<file path="config.mk">
export PLATFORM = sky130hd
export DESIGN_NAME = vga_sync_decoder
export DESIGN_NICKNAME = d
export VERILOG_FILES = /design/src/rtl/vga_timing_pkg.sv /design/src/rtl/vga_edge_counter.sv /design/src/rtl/vga_sync_decoder.sv
export SDC_FILE = /design/constraint.sdc
export NUM_CORES = 1
export LEC_CHECK = 0
export BUFFER_PORTS_ARGS = -buffer_cell sky130_fd_sc_hd__buf_4
export CAP_MARGIN = 20
export CELL_PAD_IN_SITES_DETAIL_PLACEMENT = 0
export CELL_PAD_IN_SITES_GLOBAL_PLACEMENT = 1
export CORE_AREA = 2 2 105 107
export CTS_BUF_LIST = sky130_fd_sc_hd__clkbuf_4 sky130_fd_sc_hd__clkbuf_8 sky130_fd_sc_hd__clkbuf_16
export DETAILED_ROUTE_END_ITERATION = 8
export DIE_AREA = 0 0 107 109
export GPL_TIMING_DRIVEN = 0
export HOLD_SLACK_MARGIN = 0.08
export PLACE_DENSITY_LB_ADDON = 0.1
export SYNTH_ARGS = -nofsm -noshare
export SYNTH_HDL_FRONTEND = slang
export SYNTH_HIERARCHICAL = 1
export SYNTH_SLANG_ARGS = --single-unit
</file>
<file path="constraint.sdc">
create_clock -name clk -period 4.97 [get_ports clk]
set_input_delay 1.491 -clock clk [delete_from_list [all_inputs] [get_ports clk]]
set_output_delay 1.491 -clock clk [all_outputs]
set_load 0.01 [all_outputs]
</file>
<file path="src/rtl/vga_timing_pkg.sv">
// Shared 640x480@60 VGA timing constants and the sync-decoder state encoding.
// Imported by the timing generator and the sync decoder.
package vga_timing_pkg;

   localparam int H_LINE  = 800;
   localparam int H_BACK  = 144;
   localparam int H_FRONT = 16;
   localparam int H_SYNC  = 96;
   localparam int V_LINE  = 525;
   localparam int V_BACK  = 35;
   localparam int V_FRONT = 10;
   localparam int V_SYNC  = 2;

   localparam logic [1:0] ST_SEARCH  = 2'd0;
   localparam logic [1:0] ST_MEASURE = 2'd1;
   localparam logic [1:0] ST_LOCKED  = 2'd2;

   typedef enum logic [1:0] {
      SEARCH  = ST_SEARCH,
      MEASURE = ST_MEASURE,
      LOCKED  = ST_LOCKED
   } sync_state_t;

   function automatic logic [9:0] sat_inc10(input logic [9:0] val);
      return (val == 10'h3ff) ? val : val + 10'd1;
   endfunction

endpackage

</file>
<file path="src/rtl/vga_edge_counter.sv">
// Edge detect on one active-low sync plus a saturating position counter that
// zeroes on clr_i and captures the length of the run it just ended.
module vga_edge_counter
   import vga_timing_pkg::*;
(
   input  logic       clk,
   input  logic       reset,
   input  logic       sync_i,
   input  logic       step_i,
   input  logic       clr_i,
   output logic       fall_o,
   output logic       rise_o,
   output logic [9:0] pos_d_o,
   output logic [9:0] run_o,
   output logic [9:0] len_o
);

   logic       prev_q;
   logic [9:0] pos_q;
   logic [9:0] pos_d;
   logic [9:0] len_q;
   logic [9:0] len_d;

   // prev_q clears in reset so a sync held low through reset is not a fall
   assign fall_o  = prev_q & ~sync_i;
   assign rise_o  = ~prev_q & sync_i;
   assign run_o   = sat_inc10(pos_q);
   assign pos_d_o = pos_d;
   assign len_o   = len_q;

   always_comb begin
      pos_d = pos_q;
      len_d = len_q;
      if (clr_i) begin
         pos_d = '0;
         len_d = run_o;
      end else if (step_i) begin
         pos_d = run_o;
      end
   end

   always_ff @(posedge clk) begin
      if (reset) begin
         prev_q <= 1'b0;
         pos_q  <= '0;
         len_q  <= '0;
      end else begin
         prev_q <= sync_i;
         pos_q  <= pos_d;
         len_q  <= len_d;
      end
   end

endmodule

</file>
<file path="src/rtl/vga_sync_decoder.sv">
// Recovers x/y, display enable and lock from active-low hsync/vsync alone.
// state   | meaning
// SEARCH  | waiting for the first vsync fall coincident with an hsync fall
// MEASURE | checking one whole frame against the timing parameters
// LOCKED  | timing verified; any violation reports and drops to MEASURE
module vga_sync_decoder #(
   parameter int H_LINE  = vga_timing_pkg::H_LINE,
   parameter int H_BACK  = vga_timing_pkg::H_BACK,
   parameter int H_FRONT = vga_timing_pkg::H_FRONT,
   parameter int H_SYNC  = vga_timing_pkg::H_SYNC,
   parameter int V_LINE  = vga_timing_pkg::V_LINE,
   parameter int V_BACK  = vga_timing_pkg::V_BACK,
   parameter int V_FRONT = vga_timing_pkg::V_FRONT,
   parameter int V_SYNC  = vga_timing_pkg::V_SYNC
) (
   input  logic       clk,
   input  logic       reset,
   input  logic       vga_h_sync,
   input  logic       vga_v_sync,
   output logic [9:0] x,
   output logic [9:0] y,
   output logic       display_en,
   output logic       frame_start,
   output logic       locked,
   output logic       sync_err,
   output logic [9:0] meas_h_total,
   output logic [9:0] meas_v_total,
   output logic [7:0] err_cnt
);

   import vga_timing_pkg::*;

   localparam logic [9:0] H_LINE_C = 10'(H_LINE);
   localparam logic [9:0] H_SYNC_C = 10'(H_SYNC);
   localparam logic [9:0] H_BEG_C  = 10'(H_BACK);
   localparam logic [9:0] H_END_C  = 10'(H_LINE - H_FRONT);
   localparam logic [9:0] V_LINE_C = 10'(V_LINE);
   localparam logic [9:0] V_SYNC_C = 10'(V_SYNC);
   localparam logic [9:0] V_BEG_C  = 10'(V_BACK);
   localparam logic [9:0] V_END_C  = 10'(V_LINE - V_FRONT);

   logic        h_fall, h_rise, v_fall, v_rise;
   logic [9:0]  h_pos_d, v_pos_d, h_run, v_run;
   logic        coin, viol, h_in, v_in;
   sync_state_t state_q, state_d;
   logic        bad_q, bad_d, err_pulse;
   logic [9:0]  x_q, y_q, x_d, y_d;
   logic        de_q, de_d, fs_q, fs_d, lock_q, lock_d, serr_q;
   logic [7:0]  err_cnt_q, err_cnt_d;

   vga_edge_counter u_h (
      .clk     (clk),
      .reset   (reset),
      .sync_i  (vga_h_sync),
      .step_i  (1'b1),
      .clr_i   (h_fall),
      .fall_o  (h_fall),
      .rise_o  (h_rise),
      .pos_d_o (h_pos_d),
      .run_o   (h_run),
      .len_o   (meas_h_total)
   );

   vga_edge_counter u_v (
      .clk     (clk),
      .reset   (reset),
      .sync_i  (vga_v_sync),
      .step_i  (h_fall),
      .clr_i   (coin),
      .fall_o  (v_fall),
      .rise_o  (v_rise),
      .pos_d_o (v_pos_d),
      .run_o   (v_run),
      .len_o   (meas_v_total)
   );

   assign coin = h_fall & v_fall;

   // Sync widths are the position at the rising edge of the sync pulse
   assign viol = (h_fall && (h_run != H_LINE_C))
              || (h_pos_d == H_LINE_C)
              || (h_rise && (h_pos_d != H_SYNC_C))
              || (v_fall && !h_fall)
              || (coin && (v_run != V_LINE_C))
              || (h_fall && (v_pos_d == V_LINE_C))
              || (v_rise && !(h_fall && (v_pos_d == V_SYNC_C)));

   always_comb begin
      state_d   = state_q;
      bad_d     = bad_q;
      err_pulse = 1'b0;
      case (state_q)
         SEARCH: begin
            if (coin) begin
               state_d = MEASURE;
               bad_d   = 1'b0;
            end
         end
         MEASURE: begin
            if (coin) begin
               if (!bad_q && !viol) state_d = LOCKED;
               bad_d = 1'b0;
            end else if (viol) begin
               bad_d = 1'b1;
            end
         end
         LOCKED: begin
            if (viol) begin
               state_d   = MEASURE;
               // the interrupted frame is partial, so it must not count as clean
               bad_d     = 1'b1;
               err_pulse = 1'b1;
            end
         end
         default: begin
            state_d = SEARCH;
            bad_d   = 1'b0;
         end
      endcase
   end

   always_comb begin
      h_in      = (h_pos_d >= H_BEG_C) && (h_pos_d < H_END_C);
      v_in      = (v_pos_d >= V_BEG_C) && (v_pos_d < V_END_C);
      x_d       = h_in ? (h_pos_d - H_BEG_C) : 10'd0;
      y_d       = v_in ? (v_pos_d - V_BEG_C) : 10'd0;
      lock_d    = (state_d == LOCKED);
      de_d      = lock_d && h_in && v_in;
      fs_d      = coin && (state_q != SEARCH);
      err_cnt_d = (err_pulse && (err_cnt_q != 8'hff)) ? err_cnt_q + 8'd1 : err_cnt_q;
   end

   always_ff @(posedge clk) begin
      if (reset) begin
         state_q   <= SEARCH;
         bad_q     <= 1'b0;
         x_q       <= '0;
         y_q       <= '0;
         de_q      <= 1'b0;
         fs_q      <= 1'b0;
         lock_q    <= 1'b0;
         serr_q    <= 1'b0;
         err_cnt_q <= '0;
      end else begin
         state_q   <= state_d;
         bad_q     <= bad_d;
         x_q       <= x_d;
         y_q       <= y_d;
         de_q      <= de_d;
         fs_q      <= fs_d;
         lock_q    <= lock_d;
         serr_q    <= err_pulse;
         err_cnt_q <= err_cnt_d;
      end
   end

   assign x           = x_q;
   assign y           = y_q;
   assign display_en  = de_q;
   assign frame_start = fs_q;
   assign locked      = lock_q;
   assign sync_err    = serr_q;
   assign err_cnt     = err_cnt_q;

endmodule

</file>
* Word level (Yosys, flattened, before mapping)
Cells that the tools add are included.
** Cells by class
- Add/subtract/negate cells :: 5
- Magnitude comparators :: 4
- Equality and inequality tests :: 13
- Mux-type cells :: 16
- Bitwise logic cells :: 11
- Reduce and logical (&&, ||, !) cells :: 28
** Operator list (number)
- two-way mux 10 bit :: 5
- equality test 10 bit (second input constant) :: 4
- adder 10 x 1 -> 10 bit (second input constant) :: 2
- < comparator 10 bit (second input constant) :: 2
- inequality test 10 bit (second input constant) :: 2
- logical AND 1 bit :: 14
- equality test 10 x 2 -> 1 bit (second input constant) :: 1
- greater-or-equal comparator 10 x 6 -> 1 bit (second input constant) :: 1
- greater-or-equal comparator 10 x 8 -> 1 bit (second input constant) :: 1
- inequality test 10 x 7 -> 1 bit (second input constant) :: 1
- subtractor 10 x 6 -> 10 bit (second input constant) :: 1
- subtractor 10 x 8 -> 10 bit (second input constant) :: 1
- adder 8 x 1 -> 8 bit (second input constant) :: 1
- two-way mux 2 bit :: 4
- inequality test 8 bit (second input constant) :: 1
- logical OR 1 bit :: 6
- NOT 1 bit :: 6
- case mux 2 bit (3 select lines) :: 1
- bitwise AND 1 bit :: 5
- two-way mux 1 bit :: 5
- equality test 2 bit (second input constant) :: 2
- logical NOT 1 bit :: 4
- OR reduction 2 bit :: 2
- case mux 1 bit (3 select lines) :: 1
- other kinds (4) :: 4
** Word-level totals
- Bits in registers :: 77
- Input bits :: 4
- Output and inout bits :: 52
- Logic and storage cells :: 92

* Logic depth before layout (Yosys ltp)
- Depth in word-level cells :: 18
- Depth in mapped cells :: 16
- Gate-level depth less buffers :: 14

* Modules after synthesis
Netlist, hierarchy kept.
** By module, submodules not included
- vga_edge_counter :: instances 2, cells an instance 178, area each 1411.4 um^2
- vga_sync_decoder :: instances 1, cells an instance 198, area each 1737.9 um^2

* Least setup slack after synthesis
No wires, ideal clock.
- Path type :: input to register
- From :: in vga_h_sync
- To :: reg state_q[0]
- Library setup time :: 0.117 ns
- Data arrival time :: 4.408 ns
- Required time :: 4.853 ns
- Slack :: 0.445 ns
- Stages :: 13
- Cell sequence :: nor2b_1 > nand2_1 > inv_1 > buf_2 > clkbuf_1 > buf_1 > nor3_1 > nor4b_2 > nand4_1 > a221o_1 > or3_4 > o21a_1 > nor3b_1
** RTL lines
- from (decl) :: line vga_sync_decoder.sv:18 : input logic vga_h_sync,
- NOT 1 bit * :: line vga_edge_counter.sv:25 : assign fall_o = prev_q & ~sync_i;
- bitwise AND 1 bit * :: line vga_edge_counter.sv:25
- bitwise AND 1 bit * :: line vga_sync_decoder.sv:77 : assign coin = h_fall & v_fall;
- named net coin :: line vga_sync_decoder.sv:44 : logic coin, viol, h_in, v_in;
- two-way mux 10 bit * :: line vga_edge_counter.sv:34 : if (clr_i) begin
- named net v_pos_d[2] :: line vga_sync_decoder.sv:43 : logic [9:0] h_pos_d, v_pos_d, h_run, v_run;
- equality test 10 x 2 -> 1 bit :: line vga_sync_decoder.sv:86 : || (v_rise && !(h_fall && (v_pos_d == V_SYNC_C)));
- logical AND 1 bit :: line vga_sync_decoder.sv:86
- logical NOT 1 bit :: line vga_sync_decoder.sv:86
- logical AND 1 bit :: line vga_sync_decoder.sv:86
- logical OR 1 bit * :: line vga_sync_decoder.sv:86
- logical NOT 1 bit :: line vga_sync_decoder.sv:101 : if (!bad_q && !viol) state_d = LOCKED;
- logical AND 1 bit :: line vga_sync_decoder.sv:101
- two-way mux 2 bit :: line vga_sync_decoder.sv:101
- two-way mux 2 bit :: line vga_sync_decoder.sv:100 : if (coin) begin
- case mux 2 bit (3 select lines) * :: line vga_sync_decoder.sv:92 : case (state_q)
- to (signal assigned) :: line vga_sync_decoder.sv:145 : state_q <= state_d;
- to (decl) :: line vga_sync_decoder.sv:45 : sync_state_t state_q, state_d;
The timed path passes the listed nets; every way through them passes the cells marked *.
A chain may end at the register's enable or synchronous reset.

* Worst setup path in the final report
- From :: in vga_h_sync
- To :: reg err_cnt_q[4] (netlist: err_cnt[4])
** RTL lines
- NOT 1 bit * :: line vga_edge_counter.sv:25
- bitwise AND 1 bit * :: line vga_edge_counter.sv:25
- named net h_fall :: line vga_sync_decoder.sv:42 : logic h_fall, h_rise, v_fall, v_rise;
- bitwise AND 1 bit * :: line vga_sync_decoder.sv:77
- named net coin :: line vga_sync_decoder.sv:44
- two-way mux 10 bit * :: line vga_edge_counter.sv:34
- named net v_pos_d[9] :: line vga_sync_decoder.sv:43
- equality test 10 x 2 -> 1 bit :: line vga_sync_decoder.sv:86
- logical AND 1 bit :: line vga_sync_decoder.sv:86
- logical NOT 1 bit :: line vga_sync_decoder.sv:86
- logical AND 1 bit :: line vga_sync_decoder.sv:86
- logical OR 1 bit * :: line vga_sync_decoder.sv:86
- two-way mux 1 bit * :: line vga_sync_decoder.sv:108 : if (viol) begin
- two-way mux 1 bit * :: line vga_sync_decoder.sv:92
- logical AND 1 bit * :: line vga_sync_decoder.sv:130 : err_cnt_d = (err_pulse && (err_cnt_q != 8'hff)) ? err_cnt_q + 8'd1 : err_cnt_q;
- to (signal assigned) :: line vga_sync_decoder.sv:153 : err_cnt_q <= err_cnt_d;
- to (decl) :: line vga_sync_decoder.sv:49 : logic [7:0] err_cnt_q, err_cnt_d;
Marks and branches as above.

==> metrics.md <==
| Metric | Value |
|---|---|
| Vias per inst | `5.76` |
| Post-synthesis cell area | `4560 µm²` |
| Drt pass-1 iters | `5` |
| Critical Path Sink Type | `register` |
| PD cells | `225 nW/µm²` |
| Crit Reg-Reg Startpoint | `u_h/prev_q` |
| Gpl congestion | `0.928` |
| Grt ovf | `0` |
| Synth Area in Simple Gates | `0.284` |
| Final core occ | `0.505` |
| Largest cells by area after synthesis | `dfxtp_1 (34%), nor2_1 (4.4%), nand2_1 (4.2%), a21oi_1 (4.1%), ha_1 (3.6%)` |
| Final hold violations | `0` |
| Critical Path End | `err_cnt[4]` |
| H-Tree Depth | `3` |
| Most common cell after layout, fill and taps aside | `dfxtp_1` |
| Routing usage on met3 | `0.0472` |
| Initial DRC count | `233` |
| # clock sinks | `77` |
| #FFs+latches synth | `77` |
| Syn_area_per_cell | `8.23 µm²` |
| Core Area | `10600 µm²` |
| Yosys warnings | `6` |
| Synth top area share | `0.338` |
| Final period utilization | `0.953` |
| Met2 Usage GRT | `0.369` |
| Final Critical Period | `4.73 ns` |
| Worst-Skew Late Latency | `0.36 ns` |
| Status | `complete, no violations` |
| Vias in the first global route | `4156` |
| Slew HR | `0.342` |
| Adder-cell share of the synthesized area | `0.0357` |
| Critical path startpoint category | `input port` |
| Primary FF master, synth | `dfxtp_1` |
| XOR/XNOR share of the synthesized area | `0.0192` |
| Fraction of layout cells with a size suffix above 1 | `0.202` |
| Critical path class | `in -> reg` |
| IO Count | `56` |
| WHS | `0.466 ns` |
| Antenna fix cells | `0` |
| Most frequent cells in the layout | `dfxtp_1 (77), buf_4 (56), nor2_1 (54)` |
| Endpoints failing setup | `0` |
| Post-synthesis sequential area ratio | `0.338` |
| MaxCap Viol Count | `0` |
| Die Y | `109 µm` |
| Die Wd | `107 µm` |
| Clock skew | `0.00644 ns` |
| Largest family of logic cells by synthesized area | `simple AND/OR/NAND/NOR gates` |
| Clock Tree Buf Depth | `2` |
| Initial Utilization | `0.430` |
| DRC violations left | `0` |
| Setup_tns | `0 ns` |
| Yosys top cell by area | `dfxtp_1` |
| Slew Limit Fails | `0` |
| Port bufs | `55` |
| Initial antenna violation count | `0` |
| NumNets Final | `636` |
| Largest fanout on the critical path | `10` |
| Met1 GRT Util | `0.279` |
| Reg power frac | `0.521` |
| EDFF count, synth | `0` |
| Via count | `4404` |
| R2R Setup Slk | `1.06 ns` |
| Total track usage | `0.223` |
| Syn nets | `571` |
| Net switching fraction of the power | `0.256` |
| Fin area | `5360 µm²` |
| Max VDD drop | `133 µV` |
| Clock power frac | `0.409` |
| Post-synthesis compound-gate area fraction | `0.216` |
| Routed wire length | `12600 µm` |
| Fillers | `1070` |
| TritonCTS clock tree | `done` |
| Die area | `11700 µm²` |
| Gate power share | `0.070` |
| Mapped Cells | `554` |
| Area growth, synth to finish | `17.5%` |
| Clock slew at reported path FFs | `0.08 ns` |
| Cells on worst reg2reg path | `14` |
| Max Fclk | `211 MHz` |
| Num CTS Buffers | `9` |
| Placed wire-length estimate | `9210 µm` |
| Post-place instance area | `5150 µm²` |
| RSZ-0062 raised after global routing | `false` |
| Root buffer cell | `clkbuf_8` |
| Global-route wire length before repair | `20600 µm` |
| Setup crit start | `vga_h_sync` |
| Ys async rst share | `0` |
| Wire length per cell | `16.5 µm` |
| Internal | `0.897 mW` |
| Worst min path class | `reg -> reg` |
| R2r endpoint | `err_cnt[4]` |
| Mux cell area share after synthesis | `0.0428` |
| Yosys cell types | `66` |
| Final ANT Viol Nets | `0` |
| Largest net degree at the start of global routing | `20` |
| Busiest layer in global routing | `met2` |
| Std cell rows | `38` |
| Sw power | `0.309 mW` |
| Worst Max-Slew Pin Slew | `0.981 ns` |
| Critical path data required time | `5.26 ns` |
| LEAKAGE | `2.18 nW` |
| Arrival @ worst endpoint | `5.03 ns` |
## state kept, by name, indices dropped and copies added, names as in the netlist
name and cells:
u_v/pos_q 10, bad_q 1, u_h/len_o 10, u_h/prev_q 1, u_v/prev_q 1, u_v/len_o 10, x 10, frame_start 1
state_q 2, locked 1, sync_err 1, display_en 1, u_h/pos_q 10, y 10, err_cnt 8
## layer usage
metal	routed length (µm)	up-vias
met5	0	-
met4	311	0
met3	642	22
met2	6100	125
met1	5560	2085
li1	-	2172
## metrics by stage
step / instances / setup WS [ns] / power (mW)
6_report: 764 / 0.235 / 1.21
3_3_place_gp: 749 / -0.789 / 0.726
2_1_floorplan: 554 / 0.445 / 0.698
4_1_cts: 764 / 0.161 / 1.22
3_5_place_dp: 749 / -0.863 / 0.726
5_1_grt: 764 / 0.0518 / 1.26
## power groups by stage
| stage | clock network (mW) | registers, mW | logic (mW) |
|---|---|---|---|
| floorplan | 0 | 0.643 | 0.0545 |
| global placement | 0 | 0.643 | 0.0833 |
| detailed placement | 0 | 0.643 | 0.0834 |
| CTS | 0.512 | 0.629 | 0.0835 |
| global route | 0.537 | 0.630 | 0.0926 |
| finish | 0.493 | 0.628 | 0.0842 |
## kinds of logic (layout without fill, tap and decap cells)
| kind of cell | after synthesis | after routing |
|---|---|---|
| AO/OA/AOI/OAI | 133 | 133 |
| flip-flops | 77 | 77 |
| adder cells (fa/ha/maj) | 13 | 13 |
| buffers and inverters | 61 | 131 |
| XOR/XNOR | 10 | 10 |
| other | 1 | 1 |
| AND/OR/NAND/NOR | 242 | 242 |
| multiplexers | 17 | 17 |
## layout make-up
class | count | area (µm²) | share of cell area
buffer | 35 | 198 | 0.0369
timing repair buffer | 55 | 413 | 0.0770
multi-input combinational | 416 | 2740 | 0.510
tap | 140 | 175 | 0.0327
clock buffer | 10 | 131 | 0.0245
sequential | 77 | 1540 | 0.288
clock inverter | 6 | 71.3 | 0.0133
inverter | 25 | 93.8 | 0.0175
## worst min path at each step
| stage | startpoint | cells past startpoint | endpoint |
|---|---|---|---|
| after global placement | u_v/len_o[4] | 2 | u_v/len_o[4] |
| after floorplan | u_h/len_o[2] | 2 | u_h/len_o[2] |
| after detailed placement | u_h/len_o[4] | 2 | u_h/len_o[4] |
| final | u_h/len_o[4] | 2 | u_h/len_o[4] |
| after global routing | u_h/len_o[2] | 2 | u_h/len_o[2] |
| after CTS | u_h/len_o[2] | 2 | u_h/len_o[2] |
## cells in the mapped netlist (all sizes together) (3+ instances only)
| library cell | n |
|---|---|
| and2 | 6 |
| o311ai | 3 |
| nor4b | 3 |
| a21boi | 4 |
| and4 | 6 |
| xnor2 | 6 |
| nor2 | 54 |
| nor3 | 29 |
| ha | 13 |
| a31oi | 11 |
| a311oi | 8 |
| o21ai | 8 |
| nor3b | 3 |
| nand2b | 7 |
| or3 | 10 |
| nor2b | 10 |
| and3 | 12 |
| nor4 | 10 |
| a41oi | 3 |
| a211oi | 17 |
| inv | 23 |
| o31ai | 15 |
| a2111oi | 6 |
| mux2 | 8 |
| buf | 28 |
| clkbuf | 8 |
| o32ai | 3 |
| nand2 | 51 |
| nand3 | 20 |
| xor2 | 4 |
| o31a | 3 |
| dfxtp | 77 |
| mux2i | 9 |
| nand4 | 13 |
| o21a | 3 |
| a21oi | 37 |
## critical path, cell delays in order
cell	delay, ns
buf_4	0.11
nor2b_4	0.06
nand2_1	0.19
inv_1	0.09
buf_2	0.19
clkbuf_2	0.24
buf_2	0.26
a211oi_1	0.79
and4_1	0.30
nand3_1	0.12
a21boi_1	0.33
o311ai_2	0.16
buf_4	0.21
or3_1	0.35
a21oi_1	0.14
## what timing repair did
| action | 4_1_cts | 5_1_grt |
|---|---|---|
| hold buffers | 0 | 0 |
| setup buffers | 0 | 0 |
| endpoints found under the setup margin | 24 | 6 |
| gates resized for setup | 4 | 1 |
(Power assumes the default switching activity.)
